### config.mk
export PLATFORM = sky130hd
export DESIGN_NAME = pipe_stage_reg
export DESIGN_NICKNAME = d
export VERILOG_FILES = /design/src/rtl/pipe_stage_reg.sv
export SDC_FILE = /design/constraint.sdc
export NUM_CORES = 1
export LEC_CHECK = 0
export ABC_CLOCK_PERIOD_IN_PS = 2400
export BUFFER_PORTS_ARGS = -buffer_cell sky130_fd_sc_hd__buf_2
export CAP_MARGIN = 10
export CORE_UTILIZATION = 47
export DETAILED_ROUTE_END_ITERATION = 16
export PLACE_DENSITY_LB_ADDON = 0.05
export SLEW_MARGIN = 20
export SYNTH_ARGS = -nofsm -noshare
export SYNTH_HDL_FRONTEND = slang
export SYNTH_SLANG_ARGS = --single-unit
### constraint.sdc
create_clock -name clk -period 2.4 [get_ports clk]
set_clock_uncertainty 0.05 [all_clocks]
set_input_delay 0.36 -clock clk [delete_from_list [all_inputs] [get_ports clk]]
set_output_delay 0.36 -clock clk [all_outputs]
set_load 0.02 [all_outputs]
### src/rtl/pipe_stage_reg.sv
// pipe_stage_reg: parametrised inter-stage pipeline register for the 5-stage core.
// Carries a payload plus valid bit and applies the shared stall vector (load,
// hold or bubble) and an exception flush. It also keeps saturating bubble, hold
// and flush counters for performance debug.
module pipe_stage_reg #(
  parameter int unsigned          DATA_W  = 128,
  parameter int unsigned          STALL_W = 6,
  parameter int unsigned          STAGE   = 2,
  parameter logic [DATA_W-1:0]    NOP_VAL = '0,
  parameter int unsigned          CNT_W   = 16
) (
  input  logic               clk,
  input  logic               rst,
  input  logic [STALL_W-1:0] stall,
  input  logic               flush,
  input  logic               cnt_clr,
  input  logic               d_valid,
  input  logic [DATA_W-1:0]  d_data,
  output logic               q_valid,
  output logic [DATA_W-1:0]  q_data,
  output logic [1:0]         q_state,
  output logic [CNT_W-1:0]   bubble_cnt,
  output logic [CNT_W-1:0]   hold_cnt,
  output logic [CNT_W-1:0]   flush_cnt
);

  // The register looks at its own stall bit and the one downstream of it, so the
  // downstream index must exist inside the stall vector.
  if (STAGE > STALL_W - 2) begin : g_bad_stage
    $error("pipe_stage_reg: STAGE must be in 0..STALL_W-2");
  end

  // Action taken on an edge; the encoding is the visible q_state value.
  typedef enum logic [1:0] {
    ACT_LOAD   = 2'd0,
    ACT_HOLD   = 2'd1,
    ACT_BUBBLE = 2'd2,
    ACT_FLUSH  = 2'd3
  } action_e;

  logic up;
  logic dn;

  // Only two bits of the stall vector matter here; the rest belong to other stages.
  logic unused_stall;

  logic              valid_d,  valid_q;
  logic [DATA_W-1:0] data_d,   data_q;
  action_e           state_d,  state_q;
  logic [CNT_W-1:0]  bubble_cnt_d, bubble_cnt_q;
  logic [CNT_W-1:0]  hold_cnt_d,   hold_cnt_q;
  logic [CNT_W-1:0]  flush_cnt_d,  flush_cnt_q;

  assign up           = stall[STAGE];
  assign dn           = stall[STAGE+1];
  assign unused_stall = ^stall;

  // Saturating increment: a counter parked at all-ones stays there.
  function automatic logic [CNT_W-1:0] sat_inc(input logic [CNT_W-1:0] cnt);
    if (cnt == {CNT_W{1'b1}}) begin
      return cnt;
    end
    return cnt + CNT_W'(1);
  endfunction

  // Choose this cycle's action by priority: flush, bubble, hold, then load.
  // A load ignores dn because ctrl only ever produces monotone stall vectors.
  always_comb begin
    valid_d = valid_q;
    data_d  = data_q;
    state_d = state_q;
    if (flush) begin
      valid_d = 1'b0;
      data_d  = NOP_VAL;
      state_d = ACT_FLUSH;
    end else if (up && !dn) begin
      valid_d = 1'b0;
      data_d  = NOP_VAL;
      state_d = ACT_BUBBLE;
    end else if (up && dn) begin
      state_d = ACT_HOLD;
    end else begin
      valid_d = d_valid;
      data_d  = d_data;
      state_d = ACT_LOAD;
    end
  end

  // Counters follow the chosen action; a clear on the same edge beats any increment.
  always_comb begin
    bubble_cnt_d = bubble_cnt_q;
    hold_cnt_d   = hold_cnt_q;
    flush_cnt_d  = flush_cnt_q;
    if (cnt_clr) begin
      bubble_cnt_d = '0;
      hold_cnt_d   = '0;
      flush_cnt_d  = '0;
    end else begin
      unique case (state_d)
        ACT_BUBBLE: bubble_cnt_d = sat_inc(bubble_cnt_q);
        ACT_HOLD:   hold_cnt_d   = sat_inc(hold_cnt_q);
        ACT_FLUSH:  flush_cnt_d  = sat_inc(flush_cnt_q);
        default:    ;
      endcase
    end
  end

  // Entry and action record; reset leaves a NOP in the slot and reports LOAD.
  always_ff @(posedge clk) begin
    if (rst) begin
      valid_q <= 1'b0;
      data_q  <= NOP_VAL;
      state_q <= ACT_LOAD;
    end else begin
      valid_q <= valid_d;
      data_q  <= data_d;
      state_q <= state_d;
    end
  end

  // Performance counters, cleared by reset as well as by cnt_clr.
  always_ff @(posedge clk) begin
    if (rst) begin
      bubble_cnt_q <= '0;
      hold_cnt_q   <= '0;
      flush_cnt_q  <= '0;
    end else begin
      bubble_cnt_q <= bubble_cnt_d;
      hold_cnt_q   <= hold_cnt_d;
      flush_cnt_q  <= flush_cnt_d;
    end
  end

  assign q_valid    = valid_q;
  assign q_data     = data_q;
  assign q_state    = state_q;
  assign bubble_cnt = bubble_cnt_q;
  assign hold_cnt   = hold_cnt_q;
  assign flush_cnt  = flush_cnt_q;

endmodule
==> results_dict.tcl, run 1 <==
set metrics [dict create \
    status "complete, no violations" \
    grt_pass1_vias 6295 \
    numCtsBuffers 17 \
    synth-edff-count 0 \
    tns_ps 0 \
    clkPwrFrac 0.428 \
    core_area_um2 14100 \
    hold_violations 0 \
    drive_above_1_share 0.3165 \
    route.detailed.drc 0 \
    drt-total-wl_um 20520 \
    pwr-share-comb 0.091 \
    hold_buffers 0 \
    cp-start-kind "flip-flop" \
    clockBufferDepth 2 \
    ir_worst_vdd_uv 745.5 \
    layout_commonest_cell "buf_2" \
    fin_crit_sh 0.8248 \
    yosys_warnings 0 \
    initial_core_util 0.4878 \
    insertion_delay_ps 410 \
    drtIter0Drc 344 \
    grtUsageTotal 0.2637 \
    p_leak_uw 0.004298 \
    setup_violations 0 \
    cts_resized 0 \
    synth_top_area_share 0.5212 \
    die_h_um 122.9 \
    crit_start "flush_cnt[4]$_SDFFE_PP0P_" \
    antenna_found_initial 3 \
    post-place-cells 1317 \
    synth_xor_area_frac 0.002548 \
    ys_types 42 \
    vias 7053 \
    synth.area.top_cells "dfxtp_1, nand2_1, a21oi_1, clkbuf_1, or3_1" \
    grt_pass1_wl_um 31190 \
    cp.required_ps 2690 \
    arrival_ps 2270 \
    fp.dieArea_um2 15120 \
    instances_no_fill 1351 \
    synth_cells 858 \
    synth_area_per_cell_um2 8.013 \
    synth_nets 1000 \
    hold_class "primary input to flip-flop" \
    final_nets 1298 \
    via_per_inst 5.221 \
    power_density_nw_per_um2 691.7 \
    gp_congestion 0.8486 \
    cts_htree_levels 4 \
    max_freq_mhz 505.2 \
    mostFrequentLayoutCells "buf_2, nand2_1, dfxtp_1" \
    synth_fa_ha_area_frac 0.005460 \
    overflow 0 \
    clockRootBuffer "clkbuf_16" \
    synth-compound-area-share 0.1687 \
    port_buffers 313 \
    synth_seq_cells 179 \
    hpwlAfterDp_um 14630 \
    rows 43 \
    hold_path.startpoint "d_data[65]" \
    crit_fanout 10 \
    power.internal_uw 4915 \
    ys_async_sr_fraction 0 \
    tightest_slew_ps 573.3 \
    ys.flop_type "dfxtp_1" \
    ant_nets 0 \
    wl_per_cell_um 15.19 \
    slew_viol_final 0 \
    ys_seq_area_frac 0.5212 \
    switching_share 0.2353 \
    area_growth_pct 35.14 \
    cts_tree "yes" \
    min_period_ps 1979 \
    power.switching_uw 1512 \
    cts_num_sinks 179 \
    ioPinCount 318 \
    yosys.area.top_type "dfxtp_1" \
    critPathKind "flip-flop to flip-flop" \
    die_w_um 122.9 \
    synthSimpleGateAreaFrac 0.2601 \
    cts_setup_buffers 0 \
    rsz0062_at_grt "no" \
    grt_max_degree 46 \
    r2r-start "flush_cnt[4]$_SDFFE_PP0P_" \
    maxCapViolCount 0 \
    relSlewSlack 0.6175 \
    synthMuxAreaShare 0.007279 \
    first_pass_iters 5 \
    power_uw 6427 \
    cp-end-kind "flip-flop" \
    power_frac_seq 0.481 \
    syn_area_um2 6875 \
    cts.clk_slew.worst_paths_ps 70 \
    synth_top_family_by_area "simple AND/OR/NAND/NOR gates" \
]
[per-layer routing]
layer	vias to the layer above	track usage	routed length, um
li1	3564	-	-
met1	3244	0.3150	8394
met2	220	0.4396	10020
met3	25	0.09225	1647
met4	0	0.08841	455
met5	-	0	0
[power groups by stage]
stage	Sequential [uW]	Combinational, uW	Clock (uW)
detailed placement	3150	587	0
floorplan	3250	213	0
global route	3100	647	2930
finish	3090	587	2750
CTS	3090	591	2810
global placement	3150	585	0
[sequential cells by signal, indices dropped and copies added (netlist names)]
name / flops
q_valid: 1
q_data: 128
q_state: 2
hold_cnt: 16
bubble_cnt: 16
flush_cnt: 16
[synth_stat cells (10+ instances only)]
master,number
nand2_1,286
or4_1,13
nor4_1,10
o31ai_1,10
a21oi_1,160
dfxtp_1,179
nand3_1,15
o21ai_0,14
nand4_1,15
or3_1,17
clkbuf_1,50
[through the flow]
step	hold slack (ps)	area (um2)	setup WS [ps]	utilization
global placement	385.4	8695	414.6	0.6168
CTS	116.5	9286	434.3	0.6588
floorplan	450.5	6875	422.6	-
detailed placement	390.8	8695	389.4	0.6168
global route	115.5	9289	306.8	0.6590
finish	132.6	9291	420.6	0.6592
[worst paths after layout]
kind / end / slack [ps] / depth (start not counted)
max: flush_cnt[9]$_SDFFE_PP0P_ / 420 / 4
min: q_data[65]$_SDFFE_PP0N_ / 130 / 3
max reg2reg: flush_cnt[9]$_SDFFE_PP0P_ / 420 / 4
min reg2reg: q_data[90]$_SDFFE_PP0N_ / 400 / 2
[cells by family (layout without fill, tap and decap cells)]
group                    after synthesis  count (layout)
other                                  0               2
AND/OR/NAND/NOR                      398             398
adder cells (fa/ha/maj)                3               3
multiplexers                           5               5
buffers and inverters                 62             373
XOR/XNOR                               2               2
flip-flops                           179             179
AO/OA/AOI/OAI                        209             209
[worst max-delay path, cell delays in order (launching register included)]
cell	delay, ps
dfxtp_1	440
nand3_1	190
or3_1	530
or4_1	550
a21oi_1	140
[layout make-up]
class	instances	area, um2
clock buffers	24	491.7
repair buffers	332	1784
multi-input cells	617	3068
well taps	180	225.2
inverters	9	33.78
flip-flops and latches	179	3583
fillers	1277	4805
diodes	2	5.005
clock inverters	8	100.1
No activity file was read; power rests on OpenSTA's default activity.
==> run 2, diff against run 1 <==
--- a/config.mk
+++ b/config.mk
@@ -5,10 +5,11 @@
 export SDC_FILE = /design/constraint.sdc
 export NUM_CORES = 1
 export LEC_CHECK = 0
-export ABC_CLOCK_PERIOD_IN_PS = 2400
+export ABC_AREA = 1
+export ABC_CLOCK_PERIOD_IN_PS = 1800
 export BUFFER_PORTS_ARGS = -buffer_cell sky130_fd_sc_hd__buf_2
 export CAP_MARGIN = 10
-export CORE_UTILIZATION = 47
+export CORE_UTILIZATION = 43
 export DETAILED_ROUTE_END_ITERATION = 16
 export PLACE_DENSITY_LB_ADDON = 0.05
 export SLEW_MARGIN = 20
==> constraint.sdc (replaced) <==
create_clock -name clk -period 1.8 [get_ports clk]
set_clock_uncertainty 0.05 [all_clocks]
set_input_delay 0.27 -clock clk [delete_from_list [all_inputs] [get_ports clk]]
set_output_delay 0.27 -clock clk [all_outputs]
set_load 0.02 [all_outputs]
==> results_dict.tcl, run 2 <==
set metrics [dict create \
    status "complete, no violations" \
    clockRootBuffer "clkbuf_16" \
    ys_async_sr_fraction 0 \
    yosys_warnings 0 \
    tns_ps 0 \
    hold_buffers 0 \
    cts_tree "yes" \
    antenna_found_initial 5 \
    max_freq_mhz 597.4 \
    mostFrequentLayoutCells "nand2_1, buf_2, dfxtp_1" \
    relSlewSlack 0.6123 \
    synth_top_area_share 0.4933 \
    ys_types 24 \
    fin_ws_ps 126.0 \
    grt_max_degree 131 \
    cts_num_sinks 179 \
    synth_seq_cells 179 \
    clockBufferDepth 2 \
    via_per_inst 4.813 \
    insertion_delay_ps 420 \
    rsz0062_at_grt "no" \
    die_w_um 132.0 \
    yosys.area.top_type "dfxtp_1" \
    maxCapViolCount 0 \
    vias 7533 \
    synth.most_common_cell "nand2_1" \
    cp-end-kind "flip-flop" \
    synth_nets 1168 \
    crit_start "flush_cnt[0]$_SDFFE_PP0P_" \
    whs_ps 32.75 \
    grtUsageTotal 0.2478 \
    setup_violations 0 \
    synth_cells 1026 \
    crit_fanout 18 \
    first_pass_iters 5 \
    drt-total-wl_um 21760 \
    hold_class "primary input to flip-flop" \
    path_buf_inv 0 \
    netlist_top_cells_count "nand2_1, dfxtp_1, a21oi_1" \
    ys_seq_area_frac 0.4933 \
    cpPeakStageDelay_ps 400 \
    syn_area_um2 7264 \
    fp.dieArea_um2 17420 \
    r2r-start "flush_cnt[0]$_SDFFE_PP0P_" \
    ys.flop_type "dfxtp_1" \
    initial_core_util 0.4396 \
    cts.clk_slew.worst_paths_ps 60 \
    cp-start-kind "flip-flop" \
    ant_nets 0 \
    crit_slowest_cell "dfxtp_1" \
    layout_commonest_cell "nand2_1" \
    final_nets 1470 \
    drive_above_1_share 0.2896 \
    arrival_ps 1940 \
    port_buffers 313 \
    crit_family "simple AND/OR/NAND/NOR gates" \
    synth-edff-count 0 \
    route.detailed.drc 0 \
    gp_congestion 0.8968 \
    ioPinCount 318 \
    hold_violations 0 \
    final_core_util 0.5909 \
    core_area_um2 16520 \
    cp.required_ps 2060 \
    grt_pass1_vias 6780 \
    overflow 0 \
    rows 47 \
    hold_path.startpoint "rst" \
    synth_area_per_cell_um2 7.080 \
    ir_worst_vdd_uv 618.9 \
    fin_crit_sh 0.9300 \
    grt_pass1_wl_um 34270 \
    hpwlAfterDp_um 15780 \
    synth.area.top_cells "dfxtp_1, nand2_1, a21oi_1, nor2_1, nand3_1" \
    area_growth_pct 34.41 \
    p_leak_uw 0.004586 \
    worstPathCellList "ha_1, nand3_1, nor2_2, nand3_4, a21oi_1, nor2_1" \
    slew_viol_final 0 \
    power_density_nw_per_um2 906.9 \
    drtIter0Drc 489 \
    wl_per_cell_um 13.91 \
    cts_htree_levels 4 \
    numCtsBuffers 17 \
    critPathKind "flip-flop to flip-flop" \
    min_period_ps 1674 \
    tightest_slew_ps 581.6 \
    largest_register_ff_count 128 \
    place_ws_ps 150.6 \
    die_h_um 132.0 \
]
## run 2: cell types whose count changed after synthesis, sizes merged, moves of 7 or more
cell / delta
o21ai: -10
nor2: +125
o31ai: -10
nand3: +33
nor4: -11
o41ai: -7
buf: +36
nand2: +94
inv: +33
or3: -17
or4: -13
clkbuf: -38
## run 2: worst paths after layout
check                                             endpoint  cells past startpoint  slack, ps
worst min register to register    q_data[119]$_SDFFE_PP0N_                      2        410
worst min-delay path                 q_state[1]$_SDFF_PP0_                      2         30
worst max-delay path            flush_cnt[15]$_SDFFE_PP0P_                      6        130
worst max register to register  flush_cnt[15]$_SDFFE_PP0P_                      6        130
## run 2: cells by family after synthesis
logic type,share of synthesized area
simple gates,0.3312
compound gates,0.1152
buf+inv,0.05512
flops,0.4933
fa+ha+maj,0.005168
## run 2: what timing repair did
item                       in CTS  in global routing
resized for setup               0                  1
setup endpoints to repair       0                  2
buffers inserted                0                  0
## run 2: layer usage
layer,global-route usage,part of all wire
met1,0.2948,0.42
met2,0.4259,0.49
met3,0.06036,0.060
met4,0.1034,0.021
met5,0,0
## run 2: power breakdown
| part | switching [uW] | leakage (uW) | internal (uW) | total, uW |
|---|---|---|---|---|
| clock | 1500 | 0.000303 | 2430 | 3930 |
| sequential | 49.7 | 0.00146 | 4070 | 4120 |
| combinational | 504 | 0.00283 | 303 | 807 |
| total | 2050 | 0.00459 | 6800 | 8860 |
## run 2: area by class of cell
class                           instances  area (um2)
Fill cell                            1643        6760
Sequential cell                       179        3583
Multi-Input combinational cell        754        3303
Timing Repair Buffer                  334        1799
Clock buffer                           23       478.0
Tap cell                              220       275.3
Inverter                               42       162.7
Clock inverter                          8       150.1
Antenna cell                            5       12.51
## run 2: stage by stage
stage | cell area [um2] | std cells | total power [uW]
after floorplan | 7264 | 1026 | 4652
after global placement | 9121 | 1529 | 5009
after detailed placement | 9121 | 1529 | 5015
after CTS | 9749 | 1560 | 8945
after global routing | 9762 | 1564 | 9206
final | 9764 | 1565 | 8856
## run 2: worst register-to-register path, cell delays in order, from the launching register on
cell and delay, ps:
dfxtp_1 400, ha_1 200, nand3_1 190, nor2_2 240
nand3_4 220, a21oi_1 210, nor2_1 60
==> run 3, diff against run 2 <==
--- a/config.mk
+++ b/config.mk
@@ -5,11 +5,11 @@
 export SDC_FILE = /design/constraint.sdc
 export NUM_CORES = 1
 export LEC_CHECK = 0
-export ABC_AREA = 1
+export ABC_AREA = 0
 export ABC_CLOCK_PERIOD_IN_PS = 1800
 export BUFFER_PORTS_ARGS = -buffer_cell sky130_fd_sc_hd__buf_2
 export CAP_MARGIN = 10
-export CORE_UTILIZATION = 43
+export CORE_UTILIZATION = 42
 export DETAILED_ROUTE_END_ITERATION = 16
 export PLACE_DENSITY_LB_ADDON = 0.05
 export SLEW_MARGIN = 20
==> results_dict.tcl, run 3 (synthesized netlist as in run 1, its figures left out) <==
set metrics [dict create \
    r2r-start "flush_cnt[9]$_SDFFE_PP0P_" \
    crit_start "flush_cnt[9]$_SDFFE_PP0P_" \
    antenna_found_initial 0 \
    insertion_delay_ps 420 \
    cp.required_ps 2100 \
    cts_num_sinks 179 \
    cp-start-kind "flip-flop" \
    drive_above_1_share 0.3663 \
    post-place-cells 1399 \
    power.internal_uw 6494 \
    tightest_slew_ps 493.5 \
    ioPinCount 318 \
    largest_register_ff_count 128 \
    wl_met2_um 10110 \
    relSlewSlack 0.6680 \
    top_layer_used "met4" \
    critPathKind "flip-flop to flip-flop" \
    power_density_nw_per_um2 886.4 \
    clockBufferDepth 2 \
    maxCapViolCount 0 \
    cp-end-kind "flip-flop" \
    clockRootBuffer "clkbuf_16" \
    drt-total-wl_um 20840 \
    first_pass_iters 4 \
    numCtsBuffers 17 \
    hold_class "primary input to flip-flop" \
    drtIter0Drc 319 \
    arrival_ps 2040 \
    pwr-share-comb 0.094 \
    status "complete, no violations" \
    cts_htree_levels 4 \
    p_leak_uw 0.004544 \
    initial_core_util 0.4313 \
    mostFrequentLayoutCells "buf_2, nand2_1, dfxtp_1" \
    vias 7125 \
    hold_path.startpoint "d_data[50]" \
    rows 46 \
    worstPathCellList "nand4_1, or3_1, or4_1, a21oi_1" \
    area_growth_pct 42.26 \
    fillers 1501 \
    ant_nets 0 \
    overflow 0 \
    crit_fanout 6 \
    hold_buffers 0 \
    power_frac_seq 0.474 \
    grt_max_degree 50 \
    hpwlAfterDp_um 15140 \
    met3_length_um 1646 \
    place_ws_ps -65.61 \
    grt_pass1_vias 6393 \
    drt-met1-wl_um 8772 \
    clkPwrFrac 0.432 \
    min_period_ps 1737 \
    ir_worst_vdd_uv 642.7 \
    instances_no_fill 1431 \
    cpPeakStageDelay_ps 520 \
    fin_crit_sh 0.9648 \
    port_buffers 313 \
    grt_pass1_wl_um 31940 \
    n_antenna_cell 0 \
    layout_commonest_cell "buf_2" \
    gp_congestion 0.8188 \
    fp.dieArea_um2 16890 \
    grtUsageTotal 0.2424 \
    cts_tree "yes" \
    final_nets 1344 \
    power.switching_uw 2176 \
    fin_area_um2 9781 \
    core_area_um2 15940 \
    fin_ws_ps 63.30 \
    max_freq_mhz 575.8 \
    via_per_inst 4.979 \
    crit_slowest_cell "or4_1" \
    whs_ps 26.11 \
    die_w_um 129.9 \
    setup_violations 0 \
    switching_share 0.2510 \
    hold_violations 0 \
    cts.clk_slew.worst_paths_ps 70 \
    placed_cell_area_um2 9139 \
    route.detailed.drc 0 \
    wl_per_cell_um 14.56 \
    slew_viol_final 0 \
    die_h_um 129.9 \
]
-- run 3: final timing paths --
| check | endpoint | slack [ps] | cells after the start |
|---|---|---|---|
| worst max-delay path | flush_cnt[13]$_SDFFE_PP0P_ | 60 | 4 |
| worst min-delay path | q_data[50]$_SDFFE_PP0N_ | 30 | 3 |
| worst max register to register | flush_cnt[13]$_SDFFE_PP0P_ | 60 | 4 |
| worst min register to register | q_data[121]$_SDFFE_PP0N_ | 400 | 2 |
-- run 3: cell type report --
class,count,area [um2],share of cell area
clock buffer,19,442.9,0.04529
timing repair buffer,378,2167,0.2216
clock inverter,13,147.6,0.01510
multi-input combinational,617,3115,0.3185
sequential,179,3603,0.3684
inverter,9,33.78,0.003454
tap,216,270.3,0.02763
-- run 3: layer usage --
layer	GRT usage	vias to the layer above
li1	-	3652
met5	0	-
met4	0.08345	0
met1	0.2998	3247
met2	0.3941	204
met3	0.08200	22
-- run 3: per-stage QoR --
| step | power (uW) | utilization | setup TNS (ps) |
|---|---|---|---|
| floorplan | 4619 | - | -70.66 |
| global placement | 5014 | 0.5732 | -55.83 |
| detailed placement | 5020 | 0.5732 | -78.29 |
| CTS | 8754 | 0.6103 | 0 |
| global route | 8997 | 0.6135 | -27.40 |
| finish | 8670 | 0.6135 | 0 |
-- run 3: worst max-delay path: cells and delay by family (launching register included) --
kind	cells	cell delay (ps)
and+or+nand+nor	3	1090
AOI/OAI and AO/OA	1	150
DFF	1	380
-- run 3: power groups by stage --
stage               sequential (uW)  combinational, uW  clock [uW]
floorplan                      4330                284           0
global placement               4200                814           0
detailed placement             4200                818           0
CTS                            4110                821        3820
global route                   4130                895        3980
finish                         4110                814        3740
-- run 3: timing repair --
item,4_1_cts,5_1_grt
endpoints found under the setup margin,0,13
setup buffers,0,0
resized for setup,0,14
